### src/rtl/mul6_pkg.sv
// Shared definitions for the 6x6 sequential multiply path: widths and the
// controller state encoding.
package mul6_pkg;

    localparam int MUL_WIDTH = 6;
    localparam int CNT_W     = $clog2(MUL_WIDTH);

    typedef enum logic [1:0] {
        IDLE = 2'd0,
        RUN  = 2'd1,
        DONE = 2'd2
    } stateE;

endpackage

### src/rtl/mul6_seq_ctrl_if.sv
// Start/busy/done handshake plus operands and product between the muldiv top
// level (master) and the multiply sequencer (slave).
interface mul6_seq_ctrl_if
    import mul6_pkg::*;
#(
    parameter int WIDTH = MUL_WIDTH
);
    logic                 start;
    logic [WIDTH-1:0]     a;
    logic [WIDTH-1:0]     b;
    logic                 busy;
    logic                 done;
    logic [2*WIDTH-1:0]   p;

    modport master (
        output start, a, b,
        input  busy, done, p
    );

    modport slave (
        input  start, a, b,
        output busy, done, p
    );
endinterface

### src/rtl/fa.sv
// Single-bit full adder cell; y is the carry-in and c the carry-out.
module fa (
    input  logic a,
    input  logic b,
    input  logic y,
    output logic s,
    output logic c
);
    assign s = a ^ b ^ y;
    assign c = (a & b) | (y & (a ^ b));
endmodule

### src/rtl/fa_row.sv
// N-bit ripple-carry adder row built from chained fa cells.
module fa_row #(
    parameter int N = 6
) (
    input  logic [N-1:0] x,
    input  logic [N-1:0] y,
    input  logic         cin,
    output logic [N-1:0] s,
    output logic         cout
);
    logic [N:0] carry;

    assign carry[0] = cin;
    assign cout     = carry[N];

    for (genvar i = 0; i < N; i++) begin : gBit
        fa uFa (
            .a (x[i]),
            .b (y[i]),
            .y (carry[i]),
            .s (s[i]),
            .c (carry[i+1])
        );
    end
endmodule

### src/rtl/mul6_seq_ctrl.sv
// Shift-add multiply sequencer: one adder row reused over WIDTH iterations,
// with the start/busy/done handshake toward the muldiv top level.
module mul6_seq_ctrl
    import mul6_pkg::*;
#(
    parameter int WIDTH = MUL_WIDTH
) (
    input  logic          clk,
    input  logic          rst,
    mul6_seq_ctrl_if.slave bus
);
    localparam int CntW = (WIDTH > 1) ? $clog2(WIDTH) : 1;
    localparam logic [CntW-1:0] LastCnt = CntW'(WIDTH - 1);

    stateE               stateQ;
    stateE               stateD;
    logic                accept;

    logic [WIDTH-1:0]    mReg;
    logic [2*WIDTH-1:0]  acc;
    logic [CntW-1:0]     cnt;
    logic [2*WIDTH-1:0]  pQ;
    logic                busyQ;
    logic                doneQ;

    logic [WIDTH-1:0]    addend;
    logic [WIDTH-1:0]    sum;
    logic                carryOut;
    logic [2*WIDTH-1:0]  accShifted;

    always_ff @(posedge clk) begin
        if (rst) begin
            stateQ <= IDLE;
        end else begin
            stateQ <= stateD;
        end
    end

    // start is only honoured in IDLE or DONE; RUN always completes its count
    always_comb begin
        stateD = stateQ;
        accept = 1'b0;
        case (stateQ)
            IDLE: begin
                if (bus.start) begin
                    accept = 1'b1;
                    stateD = RUN;
                end
            end
            RUN: begin
                if (cnt == LastCnt) begin
                    stateD = DONE;
                end
            end
            DONE: begin
                accept = bus.start;
                stateD = bus.start ? RUN : IDLE;
            end
            default: stateD = IDLE;
        endcase
    end

    assign addend = acc[0] ? mReg : '0;

    fa_row #(.N(WIDTH)) uRow (
        .x    (acc[2*WIDTH-1:WIDTH]),
        .y    (addend),
        .cin  (1'b0),
        .s    (sum),
        .cout (carryOut)
    );

    // carry re-enters at the MSB, so the full product fits without loss
    assign accShifted = {carryOut, sum, acc[WIDTH-1:1]};

    always_ff @(posedge clk) begin
        if (rst) begin
            mReg  <= '0;
            acc   <= '0;
            cnt   <= '0;
            pQ    <= '0;
            busyQ <= 1'b0;
            doneQ <= 1'b0;
        end else begin
            busyQ <= (stateD == RUN);
            doneQ <= (stateD == DONE);
            if (accept) begin
                mReg <= bus.a;
                acc  <= {{WIDTH{1'b0}}, bus.b};
                cnt  <= '0;
                pQ   <= '0;
            end else if (stateQ == RUN) begin
                acc <= accShifted;
                cnt <= cnt + CntW'(1);
                if (stateD == DONE) begin
                    pQ <= accShifted;
                end
            end
        end
    end

    assign bus.busy = busyQ;
    assign bus.done = doneQ;
    assign bus.p    = pQ;
endmodule

### src/flat_wrapper.sv
// flat-port wrapper written by rule: the top's interface ports become plain ports
module mul6_seq_ctrl_flat import mul6_pkg::*;
#(
    parameter int WIDTH = MUL_WIDTH
)
  (clk, rst, bus_start, bus_a, bus_b, bus_busy, bus_done, bus_p);
  mul6_seq_ctrl_if #(.WIDTH(WIDTH)) bus_i ();
  input  logic clk;
  input  logic rst;
  input wire logic [$bits(bus_i.start)-1:0] bus_start;
  input wire logic [$bits(bus_i.a)-1:0] bus_a;
  input wire logic [$bits(bus_i.b)-1:0] bus_b;
  output wire logic [$bits(bus_i.busy)-1:0] bus_busy;
  output wire logic [$bits(bus_i.done)-1:0] bus_done;
  output wire logic [$bits(bus_i.p)-1:0] bus_p;
  assign bus_i.start = bus_start;
  assign bus_i.a = bus_a;
  assign bus_i.b = bus_b;
  assign bus_busy = bus_i.busy;
  assign bus_done = bus_i.done;
  assign bus_p = bus_i.p;
  mul6_seq_ctrl #(.WIDTH(WIDTH)) u_core (.clk(clk), .rst(rst), .bus(bus_i));
endmodule
### config.mk
export PLATFORM = sky130hd
export DESIGN_NAME = mul6_seq_ctrl_flat
export DESIGN_NICKNAME = d
export VERILOG_FILES = /design/src/rtl/mul6_pkg.sv /design/src/rtl/mul6_seq_ctrl_if.sv /design/src/rtl/fa.sv /design/src/rtl/fa_row.sv /design/src/rtl/mul6_seq_ctrl.sv /design/src/flat_wrapper.sv
export SDC_FILE = /design/constraint.sdc
export NUM_CORES = 1
export LEC_CHECK = 0
export ABC_AREA = 1
export BUFFER_PORTS_ARGS = -buffer_cell sky130_fd_sc_hd__buf_4
export CAP_MARGIN = 20
export CORE_ASPECT_RATIO = 0.6
export CORE_MARGIN = 4
export CORE_UTILIZATION = 43
export DETAILED_ROUTE_END_ITERATION = 8
export PLACE_DENSITY = 0.73
export SKIP_LAST_GASP = 1
export SYNTH_ARGS = -nofsm -noshare
export SYNTH_HDL_FRONTEND = slang
export SYNTH_HIERARCHICAL = 1
export SYNTH_SLANG_ARGS = --single-unit
### constraint.sdc
create_clock -name clk -period 6.23 [get_ports clk]
set_input_delay 0.9345 -clock clk [delete_from_list [all_inputs] [get_ports clk]]
set_output_delay 0.9345 -clock clk [all_outputs]
set_load 0.02 [all_outputs]
======== Yosys cells after proc, flatten, opt, wreduce, memory -nomap -nowiden ========
Index checks and enable logic that the tools add are counted.
storage, ports and cells
  register bits ........................... 37
  output and inout port bits .............. 14
  word-level logic and storage cells ...... 54
cells by class
  $add $sub $neg .......................... 1
  equal/unequal tests ..................... 5
  multiplexer cells ....................... 9
  bitwise gates (word level) .............. 27
  reduce and logical (&&, ||, !) cells .... 4
operators by type and width
  cell                                            number
  two-way mux 6 bit                               3
  bitwise AND 1 bit                               11
  bitwise XOR 1 bit                               11
  one-hot mux 2 bit (3 select lines)              1
  bitwise OR 1 bit                                5
  == test 2 x 1 -> 1 bit (second input constant)  2
  == test 2 bit (second input constant)           2
  two-way mux 2 bit                               2
  adder 3 x 1 -> 3 bit (second input constant)    1
  == test 3 bit (second input constant)           1
  logical NOT 2 bit                               1
  two-way mux 1 bit                               2
  one-hot mux 1 bit (2 select lines)              1
  AND reduction 2 bit                             1
  nonzero test 2 bit                              1
  OR reduction 2 bit                              1

======== Depth between registers and ports, before layout ========
Gate-level depths: netlist of run 1.
  depth after elaboration ................. 12
  mapped depth ............................ 12
  gate-level depth less buffers ........... 12

======== By module ========
The synthesis of run 1 kept the hierarchy.
by module, submodules not included
  module         times used  cells an instance  area each (um^2)
  mul6_seq_ctrl  1           233                1586.5
  fa             6           1                  20.0

======== Least setup slack after synthesis of run 1 ========
OpenSTA, ideal clock, no wires.
  path kind ............................... register -> register
  start ................................... register u_core.acc[0]
  end ..................................... register u_core.pQ[10] (netlist: u_core/bus.p[10])
  setup time .............................. 0.064 ns
  arrival ................................. 3.030 ns
  setup slack ............................. 3.136 ns
  stages on the path, launching flop included .. 13
  clock period less this slack ............ 3.094 ns
  cells stage by stage .................... dfxtp_1 nand2_1 inv_1 fa_1 fa_1 fa_1 fa_1 fa_1 fa_1 inv_1 nand2_1 nand2_1 nor2_1
on the way
  longest elaborated chain between the ends .. 11
  elaborated cells between the ends (all ways) .. 20
  classes of those cells .................. mux (1); bitwise (19)
RTL lines
  element                   RTL line             RTL
  start, declared           mul6_seq_ctrl.sv:20  logic [2*WIDTH-1:0] acc;
  start signal, assigned    mul6_seq_ctrl.sv:89  acc <= {{WIDTH{1'b0}}, bus.b};
  start signal, assigned    mul6_seq_ctrl.sv:93  acc <= accShifted;
  two-way mux 6 bit         mul6_seq_ctrl.sv:63  assign addend = acc[0] ? mReg : '0;
  net u_core.addend[0]      mul6_seq_ctrl.sv:26  logic [WIDTH-1:0] addend;
  bitwise AND 1 bit         fa.sv:10             assign c = (a & b) | (y & (a ^ b));
  net u_core.uRow.carry[1]  fa_row.sv:11         logic [N:0] carry;
  bitwise AND 1 bit         fa.sv:10
  bitwise OR 1 bit          fa.sv:10
  net u_core.uRow.carry[2]  fa_row.sv:11
  bitwise AND 1 bit         fa.sv:10
  [1 not listed]            --
  net u_core.uRow.carry[3]  fa_row.sv:11
  bitwise AND 1 bit         fa.sv:10
  bitwise OR 1 bit          fa.sv:10
  net u_core.uRow.carry[4]  fa_row.sv:11
  bitwise AND 1 bit         fa.sv:10
  bitwise OR 1 bit          fa.sv:10
  net u_core.uRow.carry[5]  fa_row.sv:11
  bitwise XOR 1 bit         fa.sv:9              assign s = a ^ b ^ y;
  net u_core.sum[5]         mul6_seq_ctrl.sv:27  logic [WIDTH-1:0] sum;
  end signal, assigned      mul6_seq_ctrl.sv:96  pQ <= accShifted;
  end, declared             mul6_seq_ctrl.sv:22  logic [2*WIDTH-1:0] pQ;
The timed path passes the listed nets, and every way through them passes these cells.
A chain may end at the register's enable or synchronous reset.

======== Worst setup path in the final report of run 1 ========
Same ends and word-level chain as after synthesis.

==> flow_summary.json, run 1 <==
{
  "result_of_the_run": "complete, no violations",
  "cts_hold_repair.buffers": 0,
  "netlist_area_um2": 1707,
  "synthCells": 239,
  "dr.max_layer_used": "met4",
  "crit_arrival_ns": 3.42,
  "nFillCells": 396,
  "timing.max_cap.violations": 0,
  "place.detailed.instances": 306,
  "worstHoldStart": "u_core/acc[5]",
  "synthesis_stage_register_bit_count": 37,
  "synth-seq-area-share_pct": 43.40,
  "postCtsSetupBuffers": 0,
  "pin_count_of_the_biggest_net_entering_global_routing": 26,
  "vias": 1420,
  "final_net_count": 289,
  "setup.worst_path.end_class": "register",
  "cts-resized-gates": 0,
  "final_design_area_no_fill_um2": 2047,
  "cts_tree": "done",
  "grt.total_usage_pct": 13.63,
  "insertedDiodeCount": 0,
  "final.period_utilization_pct": 52.02,
  "fmax_mhz": 308.6,
  "area_of_combinational_cells_with_multiple_inputs_um2": 778.2,
  "r2r_cells": 12,
  "clkSlewWorstSetupHoldPaths_ns": 0.08,
  "ctsHtreeMaxLevel": 2,
  "setup_total_negative_slack_ns": 0,
  "min-delay-path-class": "register to register",
  "top_level_ports": 29,
  "power.switching_fraction_pct": 24.03,
  "die_area_um2": 5074,
  "overflow": 0,
  "crit_required_ns": 6.41,
  "ant_nets": 0,
  "synth_warn": 6,
  "total_leakage_power_uw": 0.001002,
  "layout.cells.non_filler": 314,
  "timing_hold_violations_final": 0,
  "grt_setup_unrepaired": "false",
  "pwr_density_cell_nw_per_um2": 255.8,
  "first_global_vias": 1329,
  "grt_antenna_before_repair": 0,
  "firstDrtPassIters": 4,
  "grt_pass1_wl_mm": 5.437,
  "relSlewSlack_pct": 66.24,
  "dpl-instance-area_um2": 1927,
  "clock-root-buffer": "sky130_fd_sc_hd__clkbuf_8",
  "clock_power_share_pct": 41.1,
  "cts_num_sinks": 37,
  "post_drt_wl_per_cell_um": 10.19,
  "skew_ns": 0.007672,
  "max_slew.worst_pin.slew_ns": 0.5052,
  "detailroute.wirelength.met3_um": 256,
  "internal-power_uw": 397.9,
  "die-height_um": 56.80,
  "fp-row-count": 17,
  "yosys-top-cells-area": "sky130_fd_sc_hd__dfxtp_1, sky130_fd_sc_hd__nand2_1, sky130_fd_sc_hd__nor2_1",
  "syn_to_final_growth_pct": 19.94,
  "share_seq_of_total_power_pct": 48.1,
  "period_minus_slack_ns": 3.241,
  "drt_drc_violations_left": 0,
  "synth.top_cell.area_share_pct": 43.40,
  "viasPerCell": 4.522,
  "core_um2": 3744,
  "min_delay_path_depth": 2,
  "combPwrFrac_pct": 10.8,
  "postSynthNetCount": 262,
  "m1WireLength_mm": 1.657,
  "syn_area_per_cell_um2": 7.141,
  "latest_clock_arrival_within_the_worst_skew_pair_ns": 0.29,
  "dp_hpwl_mm": 2.389,
  "drive_gt1_share_pct": 16.10,
  "initial_core_util_pct": 45.59,
  "whs_ns": 0.4838,
  "worst-setup-path-type": "register to register",
  "totalWireLength_mm": 3.201,
  "place_congestion": 0.7585,
  "worst_setup_path_start_kind": "register",
  "power.net_switching_uw": 125.8,
  "drt_iter0_drc": 55,
  "worst_ir_drop_vdd_mv": 0.1436,
  "clock_tree.buffer_depth": 2,
  "synthDominantAreaCellType": "sky130_fd_sc_hd__dfxtp_1",
  "maxSlewViolCount": 0,
  "r2r-start": "u_core/acc[0]",
  "cts_buffers": 5,
  "wl_met2_mm": 1.268,
  "worstPathMaxFanout": 7,
  "fp.dieW_um": 89.33,
  "io_buffers": 28,
  "crit_start": "u_core/acc[0]",
  "area.sequential_um2": 740.7,
  "netlist-cell-type-count": 21,
  "finalSetupViolCount": 0
}
-- cell type report --
| type | instances | share of cell area (%) |
|---|---|---|
| Timing Repair Buffer | 28 | 10.27 |
| Clock buffer | 6 | 4.034 |
| Clock inverter | 2 | 1.834 |
| Multi-Input combinational cell | 157 | 38.02 |
| Inverter | 37 | 6.785 |
| Tap cell | 47 | 2.873 |
| Sequential cell | 37 | 36.19 |
-- registers in the layout, indices dropped and copies added (netlist names) --
signal and cells:
u_core/bus.p 12, u_core/cnt 3, u_core/bus.busy 1, u_core/bus.done 1
u_core/mReg 6, u_core/acc 12, u_core/stateQ 2
-- kinds of logic (layout without fill, tap and decap cells) --
group	Yosys count	count (layout)	share of synthesized area, %
DFF	37	37	43.40
adders and majority gates	8	8	8.504
other	1	1	0.2197
AOI/OAI and AO/OA	16	16	4.692
buffers and inverters	45	73	11.00
xor gates and xnor gates	1	1	0.5133
and+or+nand+nor	131	131	31.67
-- through the flow --
step / setup slack (ns) / utilization [%] / power, uW
detailed placement: 3.004 / 51.47 / 314.2
global route: 2.803 / 54.68 / 548.9
CTS: 2.990 / 54.68 / 531.2
finish: 2.989 / 54.68 / 523.7
global placement: 3.054 / 51.47 / 313.6
floorplan: 3.136 / - / 298.8
-- layout by cell type (no fill, tap or decap), drive strengths merged --
master and instances:
nand3b 1, nand2 63, xor2 1, nand3 12
nor3 2, dfxtp 37, buf 28, clkbuf 6
nor2 53, conb 1, bufinv 1, fa 6
a21oi 9, ha 2, o21ai 7, clkinvlp 1
inv 37
-- power by group through the flow --
stage / registers, uW / logic [uW] / clock network (uW)
detailed placement: 258 / 56.4 / 0
floorplan: 257 / 41.7 / 0
finish: 252 / 56.6 / 215
global placement: 257 / 56.3 / 0
global route: 253 / 65.7 / 230
CTS: 252 / 56.8 / 222
-- synth_stat cells (all sizes together) --
master / n
a21oi: 9
buf: 8
conb: 1
dfxtp: 37
fa: 6
ha: 2
inv: 37
nand2: 63
nand3: 12
nand3b: 1
nor2: 53
nor3: 2
o21ai: 7
xor2: 1
-- worst max-delay path: stages (launching register included) --
cell	delay (ns)
sky130_fd_sc_hd__dfxtp_1	0.37
sky130_fd_sc_hd__nand2_1	0.07
sky130_fd_sc_hd__inv_1	0.05
sky130_fd_sc_hd__fa_1	0.40
sky130_fd_sc_hd__fa_1	0.38
sky130_fd_sc_hd__fa_1	0.39
sky130_fd_sc_hd__fa_1	0.39
sky130_fd_sc_hd__fa_1	0.38
sky130_fd_sc_hd__fa_1	0.46
sky130_fd_sc_hd__inv_1	0.07
sky130_fd_sc_hd__nand2_1	0.05
sky130_fd_sc_hd__nand2_1	0.08
sky130_fd_sc_hd__nor2_1	0.04
-- final timing paths --
path	end	slack (ns)
setup / recovery	u_core/bus.p[10]	2.99
hold / removal	u_core/acc[4]	0.48
setup reg to reg	u_core/bus.p[10]	2.99
hold reg to reg	u_core/acc[4]	0.48
-- layer usage --
layer / global-route usage (%) / up-vias
met4: 3.822 / 0
met1: 18.55 / 624
met3: 5.425 / 2
met2: 19.83 / 35
li1: - / 759
met5: 0 / -
Power figures use the tool's default switching activity.
==> run 2, diff against run 1 <==
clock period = 3.31 ns   (was 6.23 ns; I/O delays follow)
==> flow_summary.json, run 2 (same netlist as run 1, synthesis figures left out) <==
{
  "result_of_the_run": "complete, no violations",
  "latest_clock_arrival_within_the_worst_skew_pair_ns": 0.28,
  "fmax_mhz": 316.6,
  "die_area_um2": 5074,
  "initial_core_util_pct": 45.59,
  "drt_drc_violations_left": 0,
  "finalSetupViolCount": 0,
  "drive_gt1_share_pct": 16.42,
  "syn_to_final_growth_pct": 18.40,
  "finish.utilization_pct": 53.98,
  "core_um2": 3744,
  "setup_total_negative_slack_ns": 0,
  "area.sequential_um2": 740.7,
  "dr.max_layer_used": "met4",
  "grt_setup_unrepaired": "false",
  "total_leakage_power_uw": 0.0009940,
  "maxSlewViolCount": 0,
  "grt.total_usage_pct": 13.81,
  "worst-setup-path-type": "register to register",
  "post_drt_wl_per_cell_um": 10.06,
  "insertedDiodeCount": 0,
  "most_frequent_standard_cell_in_the_layout_excluding_fill_and_tap_cells": "sky130_fd_sc_hd__nand2_1",
  "first_global_vias": 1315,
  "drt_iter0_drc": 55,
  "skew_ns": 0.004835,
  "die-height_um": 56.80,
  "ctsHtreeMaxLevel": 2,
  "place_congestion": 0.7359,
  "grt_pass1_wl_mm": 5.492,
  "clock-root-buffer": "sky130_fd_sc_hd__clkbuf_8",
  "fp-row-count": 17,
  "combPwrFrac_pct": 12.3,
  "worstPathMaxFanout": 2,
  "totalWireLength_mm": 3.168,
  "setup.worst_path.end_class": "register",
  "fp.dieW_um": 89.33,
  "internal-power_uw": 650.5,
  "cts_hold_repair.buffers": 0,
  "share_seq_of_total_power_pct": 53.5,
  "timing.max_cap.violations": 0,
  "period_minus_slack_ns": 3.158,
  "postCtsSetupBuffers": 0,
  "vias": 1423,
  "viasPerCell": 4.517,
  "area_of_combinational_cells_with_multiple_inputs_um2": 778.2,
  "cts-resized-gates": 0,
  "grt_antenna_before_repair": 0,
  "pwr_density_cell_nw_per_um2": 438.6,
  "crit_required_ns": 3.53,
  "overflow": 0,
  "max_slew.worst_pin.slew_ns": 0.5038,
  "detailroute.wirelength.met3_um": 273,
  "firstDrtPassIters": 4,
  "whs_ns": 0.3856,
  "worst_ir_drop_vdd_mv": 0.2382,
  "cts_tree": "done",
  "rrSetupSlack_ns": 0.15,
  "dp_hpwl_mm": 2.418,
  "relSlewSlack_pct": 66.34,
  "timing_hold_violations_final": 0,
  "final.period_utilization_pct": 95.42,
  "m1WireLength_mm": 1.588,
  "cts_num_sinks": 37,
  "cts_buffers": 5,
  "pin_count_of_the_biggest_net_entering_global_routing": 26,
  "final_net_count": 290,
  "crit_arrival_ns": 3.38,
  "nFillCells": 376,
  "power.net_switching_uw": 235.8,
  "final_cell_mix": "sky130_fd_sc_hd__nand2_1, sky130_fd_sc_hd__nor2_1, sky130_fd_sc_hd__dfxtp_1, sky130_fd_sc_hd__inv_1, sky130_fd_sc_hd__buf_4",
  "top_level_ports": 29,
  "clkSlewWorstSetupHoldPaths_ns": 0.07,
  "power.switching_fraction_pct": 26.60,
  "clock_tree.buffer_depth": 2,
  "ant_nets": 0,
  "clock_power_share_pct": 34.2,
  "worst_setup_path_start_kind": "register",
  "io_buffers": 28,
  "wl_met2_mm": 1.284,
  "min-delay-path-class": "primary input to register"
}
run 2: layer usage:
layer,global-route usage (%),up-vias
li1,-,761
met1,19.34,621
met2,19.62,38
met3,5.279,3
met4,3.822,0
met5,0,-
run 2: power groups by stage:
stage | clock network, uW | logic [uW] | registers (uW)
3_5_place_dp | 0 | 110 | 485
6_report | 303 | 109 | 474
3_3_place_gp | 0 | 108 | 483
5_1_grt | 334 | 127 | 476
2_1_floorplan | 0 | 78.5 | 484
4_1_cts | 316 | 110 | 474
run 2: final timing paths:
path                      endpoint  depth (start not counted)       startpoint
hold reg to reg    u_core/bus.p[9]                          2  u_core/bus.p[9]
setup reg to reg  u_core/bus.p[10]                         12   u_core/mReg[0]
hold / removal    u_core/stateQ[1]                          2              rst
setup / recovery  u_core/bus.p[10]                         12   u_core/mReg[0]
run 2: through the flow:
step	worst slack (ns)	instances	cell area (um^2)	total power [uW]
floorplan	0.2161	239	1707	562.4
global placement	0.1904	307	1934	591.4
detailed placement	0.1440	307	1934	594.6
CTS	0.1233	315	2021	900.7
global route	0.01569	315	2021	937.4
finish	0.1516	315	2021	886.3
run 2: area by class of cell:
type                       instances  share of cell area [%]
clock buffer                       5                   3.406
clock inverter                     3                  0.8669
inverter                          37                   6.873
multi-input combinational        157                   38.51
sequential                        37                   36.66
tap                               47                   2.910
timing repair buffer              29                   10.77
run 2: critical path: stages, from the launching register on:
cell and delay (ns):
sky130_fd_sc_hd__dfxtp_1 0.31, sky130_fd_sc_hd__nand2_1 0.06, sky130_fd_sc_hd__inv_1 0.05, sky130_fd_sc_hd__fa_1 0.40, sky130_fd_sc_hd__fa_1 0.38, sky130_fd_sc_hd__fa_1 0.39
sky130_fd_sc_hd__fa_1 0.39, sky130_fd_sc_hd__fa_1 0.38, sky130_fd_sc_hd__fa_1 0.51, sky130_fd_sc_hd__inv_1 0.05, sky130_fd_sc_hd__nand2_1 0.06, sky130_fd_sc_hd__nand2_1 0.05
sky130_fd_sc_hd__nor2_1 0.08
